**src/rtl/elc3_pkg.sv**
```systemverilog
// ---------------------------------------------------------------------------
// elc3_pkg
// Shared types and constants for the SRAM arbiter slice.
//   sram_arb_state_t : access sequencer states (IDLE, SETUP, ACCESS, DONE)
//   REQ_CPU / REQ_VID: requester encoding used for Grant and the tie-break
//   SRAM_ADDR_W      : width of the SRAM address pads
// ---------------------------------------------------------------------------
package elc3_pkg;

    typedef enum logic [1:0] {
        IDLE   = 2'd0,
        SETUP  = 2'd1,
        ACCESS = 2'd2,
        DONE   = 2'd3
    } sram_arb_state_t;

    localparam logic REQ_CPU = 1'b0;
    localparam logic REQ_VID = 1'b1;

    localparam int SRAM_ADDR_W = 20;

endpackage

```
**src/rtl/arb2_select.sv**
```systemverilog
// ---------------------------------------------------------------------------
// arb2_select
// Two-requester tie-break for the SRAM arbiter.
//   clk, rst_n : clock and asynchronous active-low reset (pointer flop only)
//   cpu_req    : CPU request level
//   vid_req    : video request level
//   accept     : a transaction is being accepted this cycle
//   winner     : REQ_CPU or REQ_VID, the requester to grant
// Optional feature macro: ELC3_SRAM_RR_EN
//   defined   -> simultaneous requests alternate; a 1-bit pointer remembers
//                the last owner and the other side wins the next tie.
//   undefined -> fixed priority, CPU always wins a tie; no pointer flop.
// ---------------------------------------------------------------------------
module arb2_select
    import elc3_pkg::*;
(
    input  logic clk,
    input  logic rst_n,
    input  logic cpu_req,
    input  logic vid_req,
    input  logic accept,
    output logic winner
);

`ifdef ELC3_SRAM_RR_EN
    logic last_reg;

    // Reset to video so the very first tie goes to the CPU.
    always_ff @(posedge clk or negedge rst_n) begin
        if (!rst_n) begin
            last_reg <= REQ_VID;
        end else if (accept) begin
            last_reg <= winner;
        end
    end

    always_comb begin
        winner = REQ_CPU;
        if (cpu_req && vid_req) begin
            winner = (last_reg == REQ_CPU) ? REQ_VID : REQ_CPU;
        end else if (vid_req) begin
            winner = REQ_VID;
        end
    end
`else
    // Fixed priority has no state; keep the pointer-related inputs tied off.
    logic unused_ok;
    assign unused_ok = &{1'b0, clk, rst_n, accept};

    always_comb begin
        winner = (vid_req && !cpu_req) ? REQ_VID : REQ_CPU;
    end
`endif

endmodule

```
**src/rtl/sram_arbiter.sv**
```systemverilog
// ---------------------------------------------------------------------------
// sram_arbiter
// Shares the off-chip SRAM between the CPU memory path and the video text
// fetcher, and sequences every access as IDLE -> SETUP -> ACCESS (x N) ->
// DONE -> IDLE. All SRAM strobes are registered.
//   Clk, Reset_N              : clock, asynchronous active-low reset
//   CPU_Req/WE/Addr/WData     : CPU request (level, held until CPU_Ack)
//   CPU_RData, CPU_Ack        : CPU read data and one-cycle completion pulse
//   VID_Req/Addr              : video read request (level)
//   VID_RData, VID_Ack        : video read data and completion pulse
//   Grant                     : current owner (0 = CPU, 1 = video)
//   Busy                      : high in every state except IDLE
//   SRAM_ADDR                 : {4'b0000, latched word address}
//   SRAM_CE_N/OE_N/WE_N/LB_N/UB_N : active-low SRAM strobes
//   SRAM_WData, SRAM_DriveEn  : write data and tristate enable for SRAM_DQ
//   SRAM_RData                : data returned from the tristate
// Parameter ACCESS_CYCLES (1..15): cycles spent in ACCESS.
// Optional feature macro: ELC3_SRAM_RR_EN (round-robin tie-break, see
// arb2_select); default build uses fixed CPU priority.
// ---------------------------------------------------------------------------
module sram_arbiter
    import elc3_pkg::*;
#(
    parameter int ACCESS_CYCLES = 2
)(
    input  logic                   Clk,
    input  logic                   Reset_N,
    input  logic                   CPU_Req,
    input  logic                   CPU_WE,
    input  logic [15:0]            CPU_Addr,
    input  logic [15:0]            CPU_WData,
    output logic [15:0]            CPU_RData,
    output logic                   CPU_Ack,
    input  logic                   VID_Req,
    input  logic [15:0]            VID_Addr,
    output logic [15:0]            VID_RData,
    output logic                   VID_Ack,
    output logic                   Grant,
    output logic                   Busy,
    output logic [SRAM_ADDR_W-1:0] SRAM_ADDR,
    output logic                   SRAM_CE_N,
    output logic                   SRAM_OE_N,
    output logic                   SRAM_WE_N,
    output logic                   SRAM_LB_N,
    output logic                   SRAM_UB_N,
    output logic [15:0]            SRAM_WData,
    output logic                   SRAM_DriveEn,
    input  logic [15:0]            SRAM_RData
);

    localparam logic [3:0] CNT_LOAD = 4'(ACCESS_CYCLES - 1);

    sram_arb_state_t state_reg, state_next;
    logic [3:0]      cnt_reg, cnt_next;
    logic            owner_reg, owner_next;
    logic            we_reg, we_next;
    logic [15:0]     addr_reg, addr_next;
    logic [15:0]     wdata_reg, wdata_next;

    logic            ce_n_reg, ce_n_next;
    logic            oe_n_reg, oe_n_next;
    logic            we_n_reg, we_n_next;
    logic            lb_n_reg, ub_n_reg, be_n_next;
    logic            drive_reg, drive_next;
    logic            cpu_ack_reg, cpu_ack_next;
    logic            vid_ack_reg, vid_ack_next;
    logic [15:0]     cpu_rdata_reg, vid_rdata_reg;

    logic            accept;
    logic            winner;
    logic            active_next;
    logic            capture;

    arb2_select u_select (
        .clk     (Clk),
        .rst_n   (Reset_N),
        .cpu_req (CPU_Req),
        .vid_req (VID_Req),
        .accept  (accept),
        .winner  (winner)
    );

    // Next-state and transaction latch.
    always_comb begin
        state_next = state_reg;
        cnt_next   = cnt_reg;
        owner_next = owner_reg;
        we_next    = we_reg;
        addr_next  = addr_reg;
        wdata_next = wdata_reg;
        accept     = 1'b0;

        case (state_reg)
            IDLE: begin
                if (CPU_Req || VID_Req) begin
                    accept     = 1'b1;
                    owner_next = winner;
                    state_next = SETUP;
                    if (winner == REQ_VID) begin
                        addr_next = VID_Addr;
                        we_next   = 1'b0;          // video never writes
                    end else begin
                        addr_next  = CPU_Addr;
                        we_next    = CPU_WE;
                        wdata_next = CPU_WData;
                    end
                end
            end
            SETUP: begin
                state_next = ACCESS;
                cnt_next   = CNT_LOAD;
            end
            ACCESS: begin
                if (cnt_reg == 4'd0) begin
                    state_next = DONE;
                end else begin
                    cnt_next = cnt_reg - 4'd1;
                end
            end
            DONE: begin
                state_next = IDLE;
            end
            default: begin
                state_next = IDLE;
            end
        endcase
    end

    // Strobes are decoded from the state being entered so that the
    // registered pins line up exactly with the state register.
    always_comb begin
        active_next  = (state_next == SETUP) || (state_next == ACCESS);
        ce_n_next    = !active_next;
        be_n_next    = !active_next;
        oe_n_next    = !(active_next && !we_next);
        we_n_next    = !((state_next == ACCESS) && we_next);
        // DONE keeps driving for one hold cycle after WE_N rises.
        drive_next   = we_next && (active_next || (state_next == DONE));
        cpu_ack_next = (state_next == DONE) && (owner_reg == REQ_CPU);
        vid_ack_next = (state_next == DONE) && (owner_reg == REQ_VID);
        capture      = (state_reg == ACCESS) && (cnt_reg == 4'd0) && !we_reg;
    end

    always_ff @(posedge Clk or negedge Reset_N) begin
        if (!Reset_N) begin
            state_reg     <= IDLE;
            cnt_reg       <= 4'd0;
            owner_reg     <= REQ_CPU;
            we_reg        <= 1'b0;
            addr_reg      <= 16'd0;
            wdata_reg     <= 16'd0;
            ce_n_reg      <= 1'b1;
            oe_n_reg      <= 1'b1;
            we_n_reg      <= 1'b1;
            lb_n_reg      <= 1'b1;
            ub_n_reg      <= 1'b1;
            drive_reg     <= 1'b0;
            cpu_ack_reg   <= 1'b0;
            vid_ack_reg   <= 1'b0;
            cpu_rdata_reg <= 16'd0;
            vid_rdata_reg <= 16'd0;
        end else begin
            state_reg   <= state_next;
            cnt_reg     <= cnt_next;
            owner_reg   <= owner_next;
            we_reg      <= we_next;
            addr_reg    <= addr_next;
            wdata_reg   <= wdata_next;
            ce_n_reg    <= ce_n_next;
            oe_n_reg    <= oe_n_next;
            we_n_reg    <= we_n_next;
            lb_n_reg    <= be_n_next;
            ub_n_reg    <= be_n_next;
            drive_reg   <= drive_next;
            cpu_ack_reg <= cpu_ack_next;
            vid_ack_reg <= vid_ack_next;
            // Only the owner's read register is updated; the other holds.
            if (capture) begin
                if (owner_reg == REQ_VID) begin
                    vid_rdata_reg <= SRAM_RData;
                end else begin
                    cpu_rdata_reg <= SRAM_RData;
                end
            end
        end
    end

    assign CPU_RData    = cpu_rdata_reg;
    assign CPU_Ack      = cpu_ack_reg;
    assign VID_RData    = vid_rdata_reg;
    assign VID_Ack      = vid_ack_reg;
    assign Grant        = owner_reg;
    assign Busy         = (state_reg != IDLE);
    assign SRAM_ADDR    = {4'b0000, addr_reg};
    assign SRAM_CE_N    = ce_n_reg;
    assign SRAM_OE_N    = oe_n_reg;
    assign SRAM_WE_N    = we_n_reg;
    assign SRAM_LB_N    = lb_n_reg;
    assign SRAM_UB_N    = ub_n_reg;
    assign SRAM_WData   = wdata_reg;
    assign SRAM_DriveEn = drive_reg;

endmodule

```
**config.mk**
```make
export PLATFORM = sky130hd
export DESIGN_NAME = sram_arbiter
export DESIGN_NICKNAME = d
export VERILOG_FILES = /design/src/rtl/elc3_pkg.sv /design/src/rtl/arb2_select.sv /design/src/rtl/sram_arbiter.sv
export SDC_FILE = /design/constraint.sdc
export NUM_CORES = 1
export LEC_CHECK = 0
export CAP_MARGIN = 20
export CORE_ASPECT_RATIO = 0.5
export CORE_MARGIN = 5
export CORE_UTILIZATION = 35
export CTS_CLUSTER_DIAMETER = 150
export DETAILED_ROUTE_END_ITERATION = 16
export PLACE_DENSITY = 0.66
export SETUP_SLACK_MARGIN = 0.02
export SLEW_MARGIN = 20
export SYNTH_ARGS = -nofsm -noshare
export SYNTH_HDL_FRONTEND = slang
export SYNTH_SLANG_ARGS = --single-unit
```
**constraint.sdc**
```tcl
create_clock -name Clk -period 3.7 [get_ports Clk]
set_input_delay 0.74 -clock Clk [delete_from_list [all_inputs] [get_ports Clk]]
set_output_delay 0.74 -clock Clk [all_outputs]
set_load 0.005 [all_outputs]
```
[Word level (Yosys, flattened, before mapping)]
Index checks and enable logic that the tools add are counted.
Operators by class
  add/sub/neg operators: 1
  equal/unequal tests: 7
  muxes and demuxes: 10
  bitwise gates (word level): 2
  reduce and logical (&&, ||, !) cells: 26
Operators with widths (count)
  16-bit 2-to-1 mux: 1
  2-bit equality test (second input constant): 4
  1-bit logical AND: 8
  2-bit case mux with 4 select lines: 1
  4-bit case mux with 2 select lines: 1
  2-bit AND reduction: 4
  1-bit logical NOT: 6
  2-bit by 1-bit equality test with 1-bit output (second input constant): 2
  4-bit logical NOT: 1
  1-bit 2-to-1 mux: 4
  2-bit 2-to-1 mux: 2
  4-bit 2-to-1 mux: 1
  2-bit nonzero test: 2
  4-bit by 1-bit subtractor with 4-bit output (second input constant): 1
  1-bit logical OR: 3
  3-bit AND reduction: 1
  2-bit logical NOT: 1
  2-bit inequality test (second input constant): 1
  1-bit NOT: 2
Word-level totals
  flip-flop bits (word level): 78
  bits of input ports: 69
  output and inout port bits: 78
  logic and storage cells: 60

[Longest topological paths before layout]
  depth in word-level cells: 9
  mapped depth: 7
  depth with buffers taken out: 7

[Cells and area by module]
From an unflattened synthesis, not the netlist that was laid out.
Second synthesis, totals
  cells, all modules: 245
  area, all modules: 3306.9 sq um
By module, submodules not included
  sram_arbiter: instances 1, cells each 244, area each 3293.2 sq um, sequential area each 1955.6 sq um
  arb2_select: instances 1, cells each 1, area each 13.8 sq um, sequential area each 0.0 sq um

[Worst setup path after synthesis]
OpenSTA, ideal clock, no wires.
  path type: input port to flip-flop
  start: in VID_Req
  end: reg oe_n_reg, in the netlist SRAM_OE_N
  setup time: 0.085 ns
  arrival: 1.868 ns
  data required time: 3.615 ns
  setup slack: 1.747 ns
  stages: 5
  path buffers: 0
  cells stage by stage: or3b_2 o21a_1 o22ai_1 ha_1 nand2b_1
Between the ends
  cells in the longest elaborated chain, start to end: 8
  elaborated cells between the ends (all ways): 14
  those cells by class: 2 x eq/ne; 6 x mux; 6 x reduce/logical
Ends and longest elaborated chain
  start, declared: line sram_arbiter.sv:34  | input logic VID_Req,
  parallel branches: the longest is 6 deep, another holds 2-bit case mux with 4 select lines
  1-bit logical AND (*): line sram_arbiter.sv:135  | oe_n_next = !(active_next && !we_next);
  1-bit logical NOT (*): line sram_arbiter.sv:135
  named net oe_n_next: line sram_arbiter.sv:61  | logic oe_n_reg, oe_n_next;
  end signal, assigned: line sram_arbiter.sv:170  | oe_n_reg <= oe_n_next;
  end, declared: line sram_arbiter.sv:61
Mark *: on every way through the listed nets, which the timed path passes.
A chain may end at the register's enable or synchronous reset.

[Worst setup path after layout]
  start: reg state_reg[0]
  end: out Busy
Between the ends
  cells in the longest elaborated chain, start to end: 1
Ends and longest elaborated chain
  start, declared: line sram_arbiter.sv:53  | sram_arb_state_t state_reg, state_next;
  start signal, assigned: line sram_arbiter.sv:163  | state_reg <= state_next;
  2-bit nonzero test: line sram_arbiter.sv:193  | assign Busy = (state_reg != IDLE);
  end, declared: line sram_arbiter.sv:39  | output logic Busy,
Every way passes these cells.

==> results.txt <==
----------------------------------------------------
[Place]
  Routability-driven placement congestion ratio ... between 0.7 and 0.8
  Detail Placement HPWL ... between 6 and 7 mm
  Post-placement cell area ... 0.00476 mm2
  Post-place setup slack ... between 900 and 1000 ps
  Number of input and output port buffers inserted ... 142

[Yosys]
  Share of the yosys chip area belonging to registers ... 59.5%
  Cell area after synthesis ... around 0.0033 mm2
  Top post-synthesis cells by count ... sky130_fd_sc_hd__dfrtp_1, sky130_fd_sc_hd__mux2_2, sky130_fd_sc_hd__nand2_1, sky130_fd_sc_hd__o21ai_0, sky130_fd_sc_hd__a22oi_1
  Leading cell type by number of instances after synthesis ... sky130_fd_sc_hd__dfrtp_1
  Portion of synthesized cell area occupied by the leading cell type ... a little under three fifths
  Cell type with the largest total area after synthesis ... sky130_fd_sc_hd__dfrtp_1
  Average size of a mapped cell ... 13.5 um2
  Ys async rst share ... 100%
  Number of warnings reported in the yosys synthesis log ... 0
  Number of synthesized register bits ... 78
  Number of different library cells in the post-synthesis netlist ... 37
  Synthesized instance count ... 244
  Number of enable-type register cells in the synthesized netlist ... 0
  Top FF cell, synth ... sky130_fd_sc_hd__dfrtp_1
  Area contributors post-synth ... sky130_fd_sc_hd__dfrtp_1, sky130_fd_sc_hd__mux2_2, sky130_fd_sc_hd__mux2_4

[Drt]
  Sum of routed wire segments on met1 ... approximately 3.3 mm
  Wire length on met3 ... between 300 and 400 um
  Routed met2 length ... 4.82 mm
  Number of DRC violations after detailed routing ... 0
  Max Used Layer ... met4
  Routed vias/inst ... between 4 and 5
  Routed wire length per instance ... 16.8 um
  Drt initial violations ... ~120
  Router iterations before antenna repair ... 4
  Total wire length after detailed routing ... about 8.6 mm
  Overall via count from detail_route ... around 2.4k
  Residual antenna-violating net count after detailed routing ... 0

[Clocking]
  Depth of the CTS H-tree ... 3
  Number of buffers inserted during clock tree synthesis ... 9
  Clock Tree Root ... sky130_fd_sc_hd__clkbuf_16
  Number of buffers inserted to repair setup after CTS ... 0
  Count of cells resized by post-cts repair ... 0
  Clock sink count ... 78
  Clock insertion delay at the later pin of the skew report ... 330 ps
  Clock-pin slew of the registers on the worst-case setup and hold paths ... roughly 50 ps
  Maximum clock path buffer count ... 2
  Clock tree from TritonCTS ... done
  Hold-fix buffers at CTS ... 0

[Global route]
  Number of antenna violations at the first check in global routing ... 0
  GRT Total Usage ... around 15%
  Global-route wire length before repair ... 13.4 mm
  Maximum number of pins on one net before global-route repair ... between 70 and 80
  Grt total ovfl ... 0
  Vias in the first global route ... 2,532

[Final layout]
  Growth of design area from synthesis to finish ... 54.9%
  Number of inserted diodes ... 0
  Share of final-layout standard cells stronger than drive strength 1 ... 18.5%
  Net total in the final layout ... 462
  Layout Cell Area excl Fill ... 0.00509 mm2

[Worst hold path]
  Kind of path behind the tightest hold check ... flop to flop
  Number of instances on the worst hold path ... 2

[Setup path]
  Critical setup path kind ... flop to primary output
  Worst-path maximum fanout ... 17
  R2R depth ... 5
  Endpoint class of the critical path ... primary output
  Data required time at the worst endpoint ... 2960 ps
  Critical Path Start Type ... flop
  CP arrival ... just over 2000 ps

[Timing]
  Number of pins with negative max-slew slack in the final report ... 0
  Tightest slew margin relative to the limit ... ~33%
  Total Neg Setup Slack ... 0 ps
  Number of endpoints failing setup at the final stage ... 0
  Worst setup margin ... between 900 and 1000 ps
  Time the final worst path needs with I/O delays and setup ... between 2000 and 3000 ps
  Final Hold Violating Endpoints ... 0
  Peak Freq ... around 360 MHz
  Final period util ... around 75%
  Slew at the pin closest to its max-slew limit ... between 1000 and 1500 ps
  Clock Skew ... 7.37 ps
  Unrepaired setup endpoints after global routing ... no

[Floorplanning]
  Die H ... 78.5 um
  Standard cell core area ... just over 0.009 mm2
  Die area ... ~0.012 mm2
  Count of pins on the block boundary ... about 150
  Cell row count ... 25
  Effective utilization at floorplan ... 35.4%
  Chip width ... 147 um

[Power and ir drop]
  Max rail drop VDD ... between 0.3 and 0.4 mV
  Leakage Power ... 2.17 nW
  Total power per unit cell area ... about 850 mW/mm2

[Status]
  Outcome ... finished clean

[Run]
  Number of maximum-capacitance violations ... 0

----------------------------------------------------
==> cell families after synthesis <==
logic type / after synthesis / share of synthesized area, %
adder cells (fa/ha/maj): 9 / 3.42
AND/OR/NAND/NOR: 37 / 5.94
flip-flops: 78 / 59.5
buffers and inverters: 25 / 4.38
multiplexers: 49 / 17.9
XOR/XNOR: 1 / 0.266
AO/OA/AOI/OAI: 44 / 8.52
other: 1 / 0.114
==> worst max-delay path, stage by stage (launching register included) <==
cell and delay (ps):
sky130_fd_sc_hd__dfrtp_1 390, sky130_fd_sc_hd__inv_1 100, sky130_fd_sc_hd__ha_1 280, sky130_fd_sc_hd__inv_1 350, sky130_fd_sc_hd__clkdlybuf4s50_1 590
==> cell usage in the layout, fill, tap and decap left out, types with 3 or more instances in the layout <==
cell                              instances
sky130_fd_sc_hd__dfrtp_1                 75
sky130_fd_sc_hd__nor2b_1                  3
sky130_fd_sc_hd__ha_1                     9
sky130_fd_sc_hd__mux2_4                  10
sky130_fd_sc_hd__o21ai_0                 17
sky130_fd_sc_hd__a21oi_1                  3
sky130_fd_sc_hd__buf_4                    3
sky130_fd_sc_hd__dfstp_2                  3
sky130_fd_sc_hd__conb_1                   4
sky130_fd_sc_hd__clkdlybuf4s50_1        141
sky130_fd_sc_hd__mux2_2                  38
sky130_fd_sc_hd__nor2_1                   4
sky130_fd_sc_hd__a22oi_1                 16
sky130_fd_sc_hd__inv_1                    7
sky130_fd_sc_hd__nand2_1                 21
sky130_fd_sc_hd__clkbuf_16                9
==> worst paths after layout <==
| check | start | to | slack (ps) |
|---|---|---|---|
| max | state_reg[0]$_DFF_PN0_ | Busy | 930 |
| min | addr_reg[5]$_DFFE_PN0P_ | addr_reg[5]$_DFFE_PN0P_ | 480 |
| max reg2reg | cnt_reg[0]$_DFFE_PN0P_ | VID_RData[1]$_DFFE_PN0P_ | 1130 |
| min reg2reg | addr_reg[5]$_DFFE_PN0P_ | addr_reg[5]$_DFFE_PN0P_ | 480 |
| max in group asynchronous | Reset_N | SRAM_WData[4]$_DFFE_PN0P_ | 2520 |
| min in group asynchronous | Reset_N | cnt_reg[0]$_DFFE_PN0P_ | 570 |
==> report_power, final <==
part	leakage (nW)	internal [mW]	switching, mW
combinational	1.06	1.18	0.674
sequential	0.947	1.29	0.238
clock	0.163	0.625	0.318
total	2.17	3.09	1.23
==> layout make-up <==
type	instances	area (um2)
Tap cell	121	151
Fill cell	775	4200
Clock buffer	12	256
Inverter	7	26.3
Clock inverter	4	70.1
Multi-Input combinational cell	144	1200
Timing Repair Buffer	144	1430
Sequential cell	78	1960
==> layer usage <==
layer  vias up  global-route usage (%)
met5         -                       0
met4         0                    4.37
met3        14                    4.90
met2        54                    27.6
met1      1168                    16.5
li1       1124                       -
==> stage by stage <==
stage | util [%] | hold WS [ps] | total power [mW] | instances
after floorplan | - | 444 | 2.32 | 247
after global placement | 51.2 | 469 | 3.35 | 493
after detailed placement | 51.2 | 470 | 3.42 | 493
after CTS | 54.7 | 482 | 4.39 | 509
after global routing | 54.8 | 514 | 4.61 | 510
final | 54.8 | 477 | 4.32 | 510
No activity file was read; power rests on OpenSTA's default activity.
